--- config.mk ---
export PLATFORM = sky130hd
export DESIGN_NAME = ped_crossing_ctrl
export DESIGN_NICKNAME = d
export VERILOG_FILES = /design/src/rtl/pedx_pkg.sv /design/src/rtl/ped_debounce.sv /design/src/rtl/ped_crossing_ctrl.sv
export SDC_FILE = /design/constraint.sdc
export NUM_CORES = 1
export LEC_CHECK = 0
export CAP_MARGIN = 25
export CORE_MARGIN = 2
export CORE_UTILIZATION = 30
export DETAILED_ROUTE_END_ITERATION = 7
export PLACE_DENSITY = 0.56
export SETUP_SLACK_MARGIN = 0.5
export SLEW_MARGIN = 20
export SYNTH_ARGS = -nofsm -noshare
export SYNTH_HDL_FRONTEND = slang
export SYNTH_SLANG_ARGS = --single-unit
--- constraint.sdc ---
create_clock -name clk -period 3.4 [get_ports clk]
set_input_delay 0.34 -clock clk [delete_from_list [all_inputs] [get_ports clk]]
set_output_delay 0.34 -clock clk [all_outputs]
set_load 0.05 [all_outputs]
--- src/rtl/pedx_pkg.sv ---
`default_nettype none
// ============================================================================
//  Module      : pedx_pkg
//  Description : Shared definitions for the pedestrian crossing controller:
//                state encoding, default timing constants and a helper that
//                sizes phase counters from their terminal count.
//  Revision    : 1.0  initial release
// ============================================================================
package pedx_pkg;

    // Controller states.
    typedef enum logic [2:0] {
        S_IDLE  = 3'd0,
        S_WAIT  = 3'd1,
        S_WALK  = 3'd2,
        S_FLASH = 3'd3,
        S_FAULT = 3'd4
    } pedx_state_t;

    // Default timing in clock cycles.
    localparam int c_DEB_CYCLES_DEFAULT   = 3;
    localparam int c_WALK_CYCLES_DEFAULT  = 2;
    localparam int c_FLASH_CYCLES_DEFAULT = 3;

    // Bits needed to hold the values 0 .. n-1, never less than one bit.
    function automatic int cnt_width(input int n);
        if (n <= 2) begin
            return 1;
        end
        return $clog2(n);
    endfunction

endpackage : pedx_pkg
`default_nettype wire

--- src/rtl/ped_debounce.sv ---
`default_nettype none
// ============================================================================
//  Module      : ped_debounce
//  Description : Two-flop synchronizer followed by a debouncer for the raw
//                pedestrian button. Emits a single-cycle press_pulse once
//                DEB_CYCLES consecutive synchronized samples are high after
//                a low sample. A held button yields exactly one pulse.
//  Ports       : clk         - clock, rising edge
//                rst         - asynchronous active-high reset
//                btn_raw     - raw button, asynchronous to clk
//                press_pulse - registered one-cycle accepted-press pulse
//  Revision    : 1.0  initial release
// ============================================================================
module ped_debounce
    import pedx_pkg::*;
#(
    parameter int DEB_CYCLES = c_DEB_CYCLES_DEFAULT
) (
    input  logic clk,
    input  logic rst,
    input  logic btn_raw,
    output logic press_pulse
);

    // The counter must be able to hold DEB_CYCLES itself so it can saturate
    // there while the button stays held.
    localparam int c_CNT_W = cnt_width(DEB_CYCLES + 1);

    logic               r_sync1;
    logic               r_sync2;
    logic [c_CNT_W-1:0] r_cnt;

    always_ff @(posedge clk or posedge rst) begin
        if (rst) begin
            r_sync1     <= 1'b0;
            r_sync2     <= 1'b0;
            r_cnt       <= '0;
            press_pulse <= 1'b0;
        end else begin
            r_sync1 <= btn_raw;
            r_sync2 <= r_sync1;
            if (!r_sync2) begin
                // Any low sample restarts the qualification window.
                r_cnt       <= '0;
                press_pulse <= 1'b0;
            end else if (r_cnt != c_CNT_W'(DEB_CYCLES)) begin
                r_cnt       <= r_cnt + c_CNT_W'(1);
                press_pulse <= (r_cnt == c_CNT_W'(DEB_CYCLES - 1));
            end else begin
                // Saturated: button still held, no further pulses.
                press_pulse <= 1'b0;
            end
        end
    end

endmodule : ped_debounce
`default_nettype wire

--- src/rtl/ped_crossing_ctrl.sv ---
`default_nettype none
// ============================================================================
//  Module      : ped_crossing_ctrl
//  Description : Pedestrian crossing controller slaved to an upstream vehicle
//                traffic light. A debounced button press requests a crossing;
//                walk is granted on the next vehicle-red rising edge, held for
//                WALK_CYCLES, followed by FLASH_CYCLES of blinking don't-walk.
//                Loss of vehicle red aborts the crossing back to WAIT; any
//                non-one-hot lamp input latches a FAULT cleared only by rst.
//  Ports       : clk, rst                        - clock / async high reset
//                veh_red, veh_green, veh_yellow  - vehicle lamp state
//                ped_btn                         - raw pedestrian button
//                walk, dont_walk                 - pedestrian lamps
//                wait_lamp                       - request-pending indicator
//                fault                           - sticky lamp-input fault
//  Revision    : 1.0  initial release
// ============================================================================
module ped_crossing_ctrl
    import pedx_pkg::*;
#(
    parameter int DEB_CYCLES   = c_DEB_CYCLES_DEFAULT,
    parameter int WALK_CYCLES  = c_WALK_CYCLES_DEFAULT,
    parameter int FLASH_CYCLES = c_FLASH_CYCLES_DEFAULT
) (
    input  logic clk,
    input  logic rst,
    input  logic veh_red,
    input  logic veh_green,
    input  logic veh_yellow,
    input  logic ped_btn,
    output logic walk,
    output logic dont_walk,
    output logic wait_lamp,
    output logic fault
);

    localparam int c_WALK_W  = cnt_width(WALK_CYCLES);
    localparam int c_FLASH_W = cnt_width(FLASH_CYCLES);

    pedx_state_t          r_state;
    logic                 r_prev_red;
    logic                 r_pending;
    logic [c_WALK_W-1:0]  r_walk_cnt;
    logic [c_FLASH_W-1:0] r_flash_cnt;

    logic       w_press;
    logic [2:0] w_lamp_vec;
    logic       w_lamp_bad;
    logic       w_red_rise;

    ped_debounce #(
        .DEB_CYCLES (DEB_CYCLES)
    ) u_debounce (
        .clk         (clk),
        .rst         (rst),
        .btn_raw     (ped_btn),
        .press_pulse (w_press)
    );

    assign w_lamp_vec = {veh_red, veh_green, veh_yellow};
    assign w_lamp_bad = !((w_lamp_vec == 3'b100) ||
                          (w_lamp_vec == 3'b010) ||
                          (w_lamp_vec == 3'b001));
    // Only a genuine low-to-high transition grants walk, so a red that is
    // already lit when the request arrives must cycle round first.
    assign w_red_rise = veh_red && !r_prev_red;

    // All lamp outputs are registered here; the asynchronous reset drives
    // them straight to the safe state (don't-walk lit) without a clock.
    always_ff @(posedge clk or posedge rst) begin
        if (rst) begin
            r_state     <= S_IDLE;
            r_prev_red  <= 1'b0;
            r_pending   <= 1'b0;
            r_walk_cnt  <= '0;
            r_flash_cnt <= '0;
            walk        <= 1'b0;
            dont_walk   <= 1'b1;
            wait_lamp   <= 1'b0;
            fault       <= 1'b0;
        end else begin
            r_prev_red <= veh_red;

            if ((r_state != S_FAULT) && w_lamp_bad) begin
                r_state     <= S_FAULT;
                r_pending   <= 1'b0;
                r_walk_cnt  <= '0;
                r_flash_cnt <= '0;
                walk        <= 1'b0;
                dont_walk   <= 1'b1;
                wait_lamp   <= 1'b0;
                fault       <= 1'b1;
            end else begin
                case (r_state)
                    S_IDLE: begin
                        if (w_press) begin
                            r_state   <= S_WAIT;
                            wait_lamp <= 1'b1;
                        end
                    end

                    S_WAIT: begin
                        if (w_red_rise) begin
                            r_state    <= S_WALK;
                            r_walk_cnt <= '0;
                            walk       <= 1'b1;
                            dont_walk  <= 1'b0;
                            wait_lamp  <= 1'b0;
                        end
                    end

                    S_WALK: begin
                        if (!veh_red) begin
                            // Vehicles released early: abort and re-arm.
                            r_state    <= S_WAIT;
                            r_walk_cnt <= '0;
                            walk       <= 1'b0;
                            dont_walk  <= 1'b1;
                            wait_lamp  <= 1'b1;
                        end else if (r_walk_cnt == c_WALK_W'(WALK_CYCLES - 1)) begin
                            r_state     <= S_FLASH;
                            r_walk_cnt  <= '0;
                            r_flash_cnt <= '0;
                            r_pending   <= 1'b0;
                            walk        <= 1'b0;
                            dont_walk   <= 1'b1;
                        end else begin
                            r_walk_cnt <= r_walk_cnt + c_WALK_W'(1);
                        end
                    end

                    S_FLASH: begin
                        if (!veh_red) begin
                            r_state     <= S_WAIT;
                            r_flash_cnt <= '0;
                            r_pending   <= 1'b0;
                            dont_walk   <= 1'b1;
                            wait_lamp   <= 1'b1;
                        end else if (r_flash_cnt == c_FLASH_W'(FLASH_CYCLES - 1)) begin
                            // A press on the last flash cycle still counts.
                            r_flash_cnt <= '0;
                            r_pending   <= 1'b0;
                            dont_walk   <= 1'b1;
                            if (r_pending || w_press) begin
                                r_state   <= S_WAIT;
                                wait_lamp <= 1'b1;
                            end else begin
                                r_state   <= S_IDLE;
                                wait_lamp <= 1'b0;
                            end
                        end else begin
                            r_flash_cnt <= r_flash_cnt + c_FLASH_W'(1);
                            dont_walk   <= ~dont_walk;
                            if (w_press) begin
                                r_pending <= 1'b1;
                                wait_lamp <= 1'b1;
                            end
                        end
                    end

                    S_FAULT: begin
                        // Held until reset.
                        r_state <= S_FAULT;
                    end

                    default: begin
                        r_state     <= S_FAULT;
                        r_pending   <= 1'b0;
                        r_walk_cnt  <= '0;
                        r_flash_cnt <= '0;
                        walk        <= 1'b0;
                        dont_walk   <= 1'b1;
                        wait_lamp   <= 1'b0;
                        fault       <= 1'b1;
                    end
                endcase
            end
        end
    end

endmodule : ped_crossing_ctrl
`default_nettype wire
Word level (Yosys, flattened, before mapping)
Index checks and enable logic that the tools add are counted.

storage, ports and cells
  flip-flop bits (word level) = 17
  input port bits = 6
  output and inout bits = 4

cells by class
  $add $sub $neg = 3
  equality and inequality tests = 25
  muxes and demuxes = 50
  bitwise logic cells = 1
  reduce and logical (&&, ||, !) cells = 19

operators with widths
  cell                                                   count
  two-way mux 1 bit                                      29
  two-way mux 3 bit                                      7
  inequality test 3 bit, second input constant           5
  two-way mux 2 bit                                      7
  case mux 3 bit (4 select lines)                        1
  AND reduction 3 bit                                    4
  == test 3 x 2 -> 1 bit, second input constant          3
  case mux 1 bit (3 select lines)                        3
  inequality test 2 x 1 -> 1 bit, second input constant  4
  inequality test 4 bit, second input constant           2
  AND reduction 4 bit                                    2
  == test 3 x 1 -> 1 bit, second input constant          2
  == test 3 bit, second input constant                   2
  inequality test 2 bit, second input constant           3
  case mux 2 bit (3 select lines)                        1
  OR reduction 3 bit                                     2
  inequality test 5 x 4 -> 1 bit, second input constant  1
  case mux 1 bit (5 select lines)                        1
  OR reduction 5 bit                                     1
  adder 2 x 1 -> 2 bit, second input constant            2
  == test 2 bit, second input constant                   2
  case mux 1 bit (4 select lines)                        1
  logical NOT 3 bit                                      1
  logical OR 1 bit                                       3
  other kinds (7)                                        9

Depth between registers and ports, before layout
Gate-level depths: netlist (run 1).

  depth after elaboration = 7
  gate-level depth with buffers = 6

Modules after synthesis
From an unflattened synthesis (run 1), not the netlist that was laid out.

second synthesis, totals
  cell total of the unflattened synthesis = 95
  area total of the unflattened synthesis = 989.7 µm²

by module, submodules not included
  module             times used  cells each  area each (µm²)  seq. area each (µm²)
  ped_crossing_ctrl  1           80          789.5            301.5
  ped_debounce       1           15          200.2            125.1

Worst setup path after synthesis (run 1)
Ideal clock, no wire load.

  path kind = in2reg
  from = input veh_green
  to = register r_state[1]
  library setup time = 0.104 ns
  arrival = 1.684 ns
  setup slack = 1.612 ns
  stages on the path = 6
  cell sequence = buf_2 or3b_1 buf_6 o21a_1 or4_1 o311ai_1

between the ends
  word-level cells in the longest chain between the ends = 7
  elaborated cells between the ends (all ways) = 13
  classes of those cells = eq/ne: 7; mux: 1; reduce/logical: 5

RTL lines
  item                                                                  RTL line                                          source
  start: declaration                                                    ped_crossing_ctrl.sv:28                           input logic veh_green,
  == test 3 bit / == test 3 x 2 -> 1 bit (equally long branches)        ped_crossing_ctrl.sv:61, ped_crossing_ctrl.sv:62
  logical OR 1 bit                                                      ped_crossing_ctrl.sv:61                           assign w_lamp_bad = !((w_lamp_vec == 3'b100) ||
  logical OR 1 bit *                                                    ped_crossing_ctrl.sv:62                           (w_lamp_vec == 3'b010) ||
  logical NOT 1 bit *                                                   ped_crossing_ctrl.sv:61
  logical AND 1 bit *                                                   ped_crossing_ctrl.sv:84                           if ((r_state != S_FAULT) && w_lamp_bad) begin
  inequality test 4 bit (no source line), or another cell as far along  n/a
  AND reduction 4 bit (no source line)                                  n/a
  end signal: assignment                                                ped_crossing_ctrl.sv:72                           r_state <= S_IDLE;
  end signal: assignment                                                ped_crossing_ctrl.sv:85                           r_state <= S_FAULT;
  end signal: assignment                                                ped_crossing_ctrl.sv:97                           r_state <= S_WAIT;
  end: declaration                                                      ped_crossing_ctrl.sv:40                           pedx_state_t r_state;

Mark *: on every way between the ends. The rest lies on a longest branch, timed or not.
A chain may end at the register's enable or synchronous reset.

Worst setup path after layout (run 1)
  from = input veh_red
  to = register r_state[1]

between the ends
  word-level cells in the longest chain between the ends = 7
  elaborated cells between the ends (all ways) = 17
  classes of those cells = eq/ne: 7; mux: 4; reduce/logical: 6

RTL lines
  item                                                                  RTL line                                          source
  start: declaration                                                    ped_crossing_ctrl.sv:27                           input logic veh_red,
  == test 3 bit / == test 3 x 2 -> 1 bit (equally long branches)        ped_crossing_ctrl.sv:61, ped_crossing_ctrl.sv:62
  logical OR 1 bit                                                      ped_crossing_ctrl.sv:61
  logical OR 1 bit                                                      ped_crossing_ctrl.sv:62
  logical NOT 1 bit                                                     ped_crossing_ctrl.sv:61
  logical AND 1 bit                                                     ped_crossing_ctrl.sv:84
  inequality test 4 bit (no source line), or another cell as far along  n/a
  AND reduction 4 bit (no source line)                                  n/a

Several ways; a longest one is shown, not always the timed one.

==> results.md, run 1 <==
- Status: completed
- H-tree levels: 1
- Max Fclk: 472 MHz
- Max reg flops: 3
- Slowest CP cell: or4_1
- # Post-CTS Setup Buffers: 0
- HPWL Detailed: 1530 um
- HP Class: reg2reg
- Critical Path RT: 3.60 ns
- Crit start category: input port
- Largest regs: r_state (3), r_flash_cnt (2), u_debounce.r_cnt (2)
- Hold EP: u_debounce.r_sync2
- Core area: 0.00334 mm2
- Slew HR: 0.572
- Slew @ Worst Pin: 0.641 ns
- First-pass GRT wire length: 3750 um
- Via/cell ratio: 5.35
- R2R Path Start: r_state[1]
- P_leak: 0.000456 uW
- GRT Total Usage: 0.118
- Setup violations, final: 0
- Worst EP arrival: 2.32 ns
- Largest Register: r_state
- Mapped Cells: 110
- Register bit total from synthesis: 17
- Crit path kind: in2reg
- Commonest non-fill, non-tap cell in the layout: dfrtp_1
- Reg-to-reg setup timing slack: 1.63 ns
- Clock buffer depth: 2
- Grt ovf: 0
- CTS buffer count: 3
- TritonRoute pass-1 iters: 4
- Cell area after synthesis: 0.00105 mm2
- Hold Path Stages: 0
- Clk sinks: 17
- Final Cycle Share: 0.623
- # rows: 21
- Final hold vios: 0
- RePlAce Congestion: 0.870
- Crit Path Max Fanout: 19
- Io pins: 10
- Max incr delay on CP: 0.54 ns
- CTS tree: built
- Vias in the first global route: 858
- Largest net degree at the start of global routing: 20
- RSZ-0062 raised after global routing: false
- Cell Pwr Density: 351 mW/mm2
- Routed Wire Length: 2120 um
- Hold Startpoint: u_debounce.r_sync1
- Die ar.: 0.00398 mm2
- Seq/Total Area, Yosys: 0.408
- VDD IR-drop max: 258 uV
- Ys Warns: 0
- Setup TNS: 0 ns
- Most frequent cells in the layout: 16 x dfrtp_1, 9 x clkdlybuf4s50_1, 8 x inv_1
- Worst R2R End: wait_lamp
- Initial antenna violation count: 0
- Starting density of the core: 0.313
- CTS hold repair buffers: 0
- Slew Limit Fails: 0
- Vias post-DR: 867
- Area growth from synthesis to layout: 12.6%
- Final ANT Viol Nets: 0
- Crit-path cells: clkdlybuf4s50_1 -> buf_4 -> or3b_1 -> o21a_1 -> or4_1 -> o311ai_1
- Post-synth EDFFs: 0
- Nets: 125
- Fin crit period: 2.12 ns
- Clock Latency Late Sink: 0.29 ns
- Cell variety after synth: 47
- Die height: 63.1 um
- CTS root buf: clkbuf_4
- PortBufs: 9
- Buf/Inv on CP: 2
- Reg clk slew, reported paths: 0.10 ns
- Most used flip-flop cell after synthesis: dfrtp_1
- Post-Syn Nets: 118
- Crit end category: flop
- Top Family by Delay on Critical Path: simple AND/OR/NAND/NOR gates
- Post_cts resized: 0
- Worst Skew: 0.00613 ns
- Ant. Diodes: 0
- Drt wl/cell: 13.1 um
- Initial detailed-routing violation count: 11
- Die X: 63.1 um
- Ys async rst share: 1.00
- Share of layout cells above drive strength 1: 0.0776
- Post-layout util: 0.353
- # DRC: 0
- Synth Area per Inst: 9.51 um2
- Worst Reg-to-Reg Cells: 4
- Max_cap viols: 0
==> per-layer routing <==
metal	wire length (um)	vias to the layer above	track usage
met5	0	-	0
li1	-	418	-
met3	76	6	0.0250
met2	969	15	0.178
met1	1020	428	0.156
met4	53	0	0.0667
==> final cells by class <==
class / instances / area (um2)
clock buffers: 4 / 26.3
fillers: 355 / 2160
inverters: 8 / 30.0
multi-input cells: 77 / 539
flip-flops and latches: 17 / 427
well taps: 46 / 57.6
repair buffers: 10 / 97.6
==> logic make-up after synthesis <==
logic type | synth area share
AND/OR/NAND/NOR | 0.200
buffers and inverters | 0.0765
AO/OA/AOI/OAI | 0.238
XOR/XNOR | 0.0335
adder cells (fa/ha/maj) | 0.0239
flip-flops | 0.408
multiplexers | 0.0203
==> worst max path at each step <==
| stage | startpoint | end | slack (ns) | cells past startpoint |
|---|---|---|---|---|
| finish | veh_red | r_state[1] | 1.28 | 6 |
| global route | veh_red | r_pending | 1.19 | 6 |
| CTS | veh_red | r_state[1] | 1.29 | 6 |
| detailed placement | veh_red | r_state[1] | 0.97 | 6 |
| global placement | veh_red | r_state[1] | 1.03 | 6 |
| floorplan | veh_green | r_state[1] | 1.61 | 6 |
==> cell usage after synthesis, drive strengths merged (2+ instances only) <==
library cell | count | area [um2]
o21bai | 2 | 15.0
nor2 | 4 | 15.0
nor3b | 2 | 15.0
clkbuf | 4 | 15.0
dfrtp | 16 | 400
o221ai | 2 | 17.5
ha | 2 | 25.0
o21ai | 7 | 35.0
a22oi | 3 | 22.5
nand3 | 3 | 15.0
a41o | 2 | 20.0
xnor2 | 3 | 26.3
nand2 | 3 | 11.3
nor4 | 2 | 18.8
nand2b | 6 | 37.5
nand4 | 2 | 12.5
a21o | 2 | 15.0
inv | 8 | 30.0
nor3 | 4 | 20.0
a31oi | 2 | 12.5
a21oi | 3 | 15.0
buf | 4 | 35.0
and2 | 3 | 18.8
==> per-stage QoR <==
step                      power (uW)  instances  hold slack, ns  instance area (um2)  setup WS (ns)
after floorplan                  289        110           0.265                 1050           1.61
after global placement           308        158           0.344                 1150           1.03
after detailed placement         310        158           0.345                 1150          0.973
after CTS                        419        162           0.367                 1180           1.29
after global routing             441        162           0.389                 1180           1.19
final                            413        162           0.365                 1180           1.28
==> power breakdown <==
part / switching, uW / internal, uW
clock: 62.3 / 45.7
sequential: 12.4 / 217
combinational: 43.4 / 32.2
total: 118 / 295
Power figures use the tool's default switching activity.
==> run 2: changes to the inputs <==
Clock period 3.4 ns to 2 ns, I/O delays scaled along.
==> run 2 against run 1 <==
Final area up 15%. Clock power up 74%. Via count up 8.7%. Clock skew down 0.0020 ns. Worst setup slack worse by 0.85 ns. Total power up 74%. Wire length up 23%. Utilization up 5.4 points. Flip-flop and latch count unchanged. Final cell count up 10%.
==> results.md, run 2 (synthesized netlist as in run 1, its figures left out) <==
- Core area: 0.00334 mm2 (unchanged)
- HP Class: in2async
- GRT Total Usage: 0.131 (+0.0128)
- Die ar.: 0.00398 mm2 (unchanged)
- Switching pwr: 218 uW (+85%)
- Crit-path cells: nand2b_1 -> nor3_2 -> a22oi_1 -> mux2_2
- Final ANT Viol Nets: 0 (unchanged)
- Ant. Diodes: 0 (unchanged)
- Clock buffer depth: 2 (unchanged)
- First-pass GRT wire length: 4110 um (+9.6%)
- Grt ovf: 0 (unchanged)
- Crit end category: flop
- Reg-to-reg setup timing slack: 0.43 ns (-1.20 ns)
- Top Family by Delay on Critical Path: simple AND/OR/NAND/NOR gates
- CTS root buf: clkbuf_4
- Seq pwr share: 0.548 (-0.008)
- Worst Skew: 0.00416 ns (-0.00197 ns)
- Vias post-DR: 942 (+8.7%)
- Starting density of the core: 0.313 (unchanged)
- Cell Pwr Density: 528 mW/mm2 (+50%)
- Largest net degree at the start of global routing: 19 (-5.0%)
- Crit start category: flop
- Placed cell count: 165 (+4.4%)
- Die X: 63.1 um (unchanged)
- Non-Filler Instances: 179 (+10%)
- Slowest CP cell: dfrtp_2
- Setup TNS: 0 ns (unchanged)
- Drt wl/cell: 14.5 um (+11%)
- Fin crit period: 1.57 ns
- RePlAce Congestion: 0.833 (-4.3%)
- CTS buffer count: 3 (unchanged)
- Via/cell ratio: 5.26 (-1.7%)
- Share of layout cells above drive strength 1: 0.301 (+0.223)
- Nets: 142 (+14%)
- Crit path kind: reg2reg
- Vias in the first global route: 883 (+2.9%)
- Max incr delay on CP: 0.47 ns (-0.07 ns)
- R2R Path Start: r_state[1]
- Final Cycle Share: 0.784
- Crit Path Max Fanout: 6 (-13)
- Slew Limit Fails: 0 (unchanged)
- Setup violations, final: 0 (unchanged)
- Routed Wire Length: 2600 um (+23%)
- Post-layout util: 0.407 (+0.0544)
- Initial detailed-routing violation count: 38 (+27)
- Final hold vios: 0 (unchanged)
- Die height: 63.1 um (unchanged)
- H-tree levels: 1 (unchanged)
- Largest Register: r_state
- CTS tree: built
- HPWL Detailed: 1670 um (+9.6%)
- TritonRoute pass-1 iters: 4 (unchanged)
- Critical Path RT: 2.19 ns (-1.41 ns)
- RSZ-0062 raised after global routing: true
- Most frequent cells in the layout: 17 x buf_4, 13 x dfrtp_1, 8 x inv_1
- CTS hold repair buffers: 0 (unchanged)
- # DRC: 0 (unchanged)
- Io pins: 10 (unchanged)
- Commonest non-fill, non-tap cell in the layout: buf_4
- Switch share: 0.304 (+0.0179)
- VDD IR-drop max: 331 uV (+28%)
- Area growth from synthesis to layout: 29.9%
- Largest regs: r_state (3), r_flash_cnt (2), u_debounce.r_cnt (2)
- Pre-CTS setup slack: -0.110 ns (-1.08 ns)
- Max_cap viols: 0 (unchanged)
- Slew @ Worst Pin: 0.660 ns (+0.0193 ns)
- Status: completed
- Pint: 500 uW (+69%)
- # rows: 21 (unchanged)
- Clock Latency Late Sink: 0.29 ns (about the same)
- Buf/Inv on CP: 0 (-2)
- Initial antenna violation count: 0 (unchanged)
- Reg clk slew, reported paths: 0.10 ns (about the same)
- Worst R2R End: wait_lamp
- Worst Reg-to-Reg Cells: 4 (unchanged)
- Worst EP arrival: 1.76 ns (-0.56 ns)
- Max reg flops: 3 (unchanged)
- PortBufs: 9 (unchanged)
- Final WS setup: 0.432 ns (-0.848 ns)
- Clk sinks: 17 (unchanged)
- P_leak: 0.000558 uW (+22%)
- Logic pwr share: 0.190 (+0.007)
- Max Fclk: 638 MHz
- Slew HR: 0.559 (-0.0129)
- Clock share of power: 0.262 (about the same)
==> run 2: changes by cell type in the layout (fill, tap and decap cells not counted), moves of 2 or more <==
cell             delta
buf_4              +16
clkdlybuf4s50_1     -7
dlygate4sd2_1       +5
dfrtp_1             -3
dfrtp_2             +3
clkbuf_2            +2
nor3_1              -2
nor3_2              +2
==> run 2: final cells by class <==
class | instances | area (um2)
Multi-Input combinational cell | 77 | 601
Inverter | 8 | 30.0
Timing Repair Buffer | 27 | 213
Clock inverter | 1 | 5.00
Tap cell | 46 | 57.6
Clock buffer | 3 | 22.5
Sequential cell | 17 | 430
Fill cell | 346 | 1980
==> run 2: what timing repair did <==
action                                  4_1_cts  5_1_grt
resized for setup                            15       13
endpoints found under the setup margin       15       10
buffers inserted                              5        5
pin swaps                                     4        5
==> run 2: worst max-delay path by stage <==
stage | slack [ns] | to | start | cells past startpoint
finish | 0.43 | wait_lamp | r_state[1] | 4
global route | 0.39 | wait_lamp | r_state[1] | 4
CTS | 0.41 | dont_walk | dont_walk | 1
detailed placement | -0.11 | r_pending | veh_yellow | 5
global placement | -0.12 | r_pending | veh_yellow | 5
floorplan | 0.42 | r_state[1] | veh_green | 6
==> run 2: layer usage <==
metal	up-vias	share of wire	global-route usage
met1	472	0.47	0.183
met2	12	0.50	0.195
li1	456	-	-
met4	0	0.0073	0.0583
met5	-	0	0
met3	2	0.028	0.0250
==> run 2: worst register-to-register path: stages (launching register included) <==
cell and delay (ns):
dfrtp_2 0.47, nand2b_1 0.22, nor3_2 0.34, a22oi_1 0.15
mux2_2 0.29
==> run 2: stage by stage <==
step	total power [uW]	hold slack, ns	cell area (um2)
2_1_floorplan	494	0.125	1060
3_3_place_gp	530	0.345	1200
3_5_place_dp	533	0.342	1200
4_1_cts	722	0.309	1290
5_1_grt	763	0.323	1360
6_report	718	0.291	1360
==> run 2: power groups by stage <==
stage          clock network (uW)  registers [uW]  logic, uW
6_report                      188             393        137
5_1_grt                       214             398        151
4_1_cts                       196             392        134
3_5_place_dp                    0             399        135
3_3_place_gp                    0             396        134
2_1_floorplan                   0             411       82.8
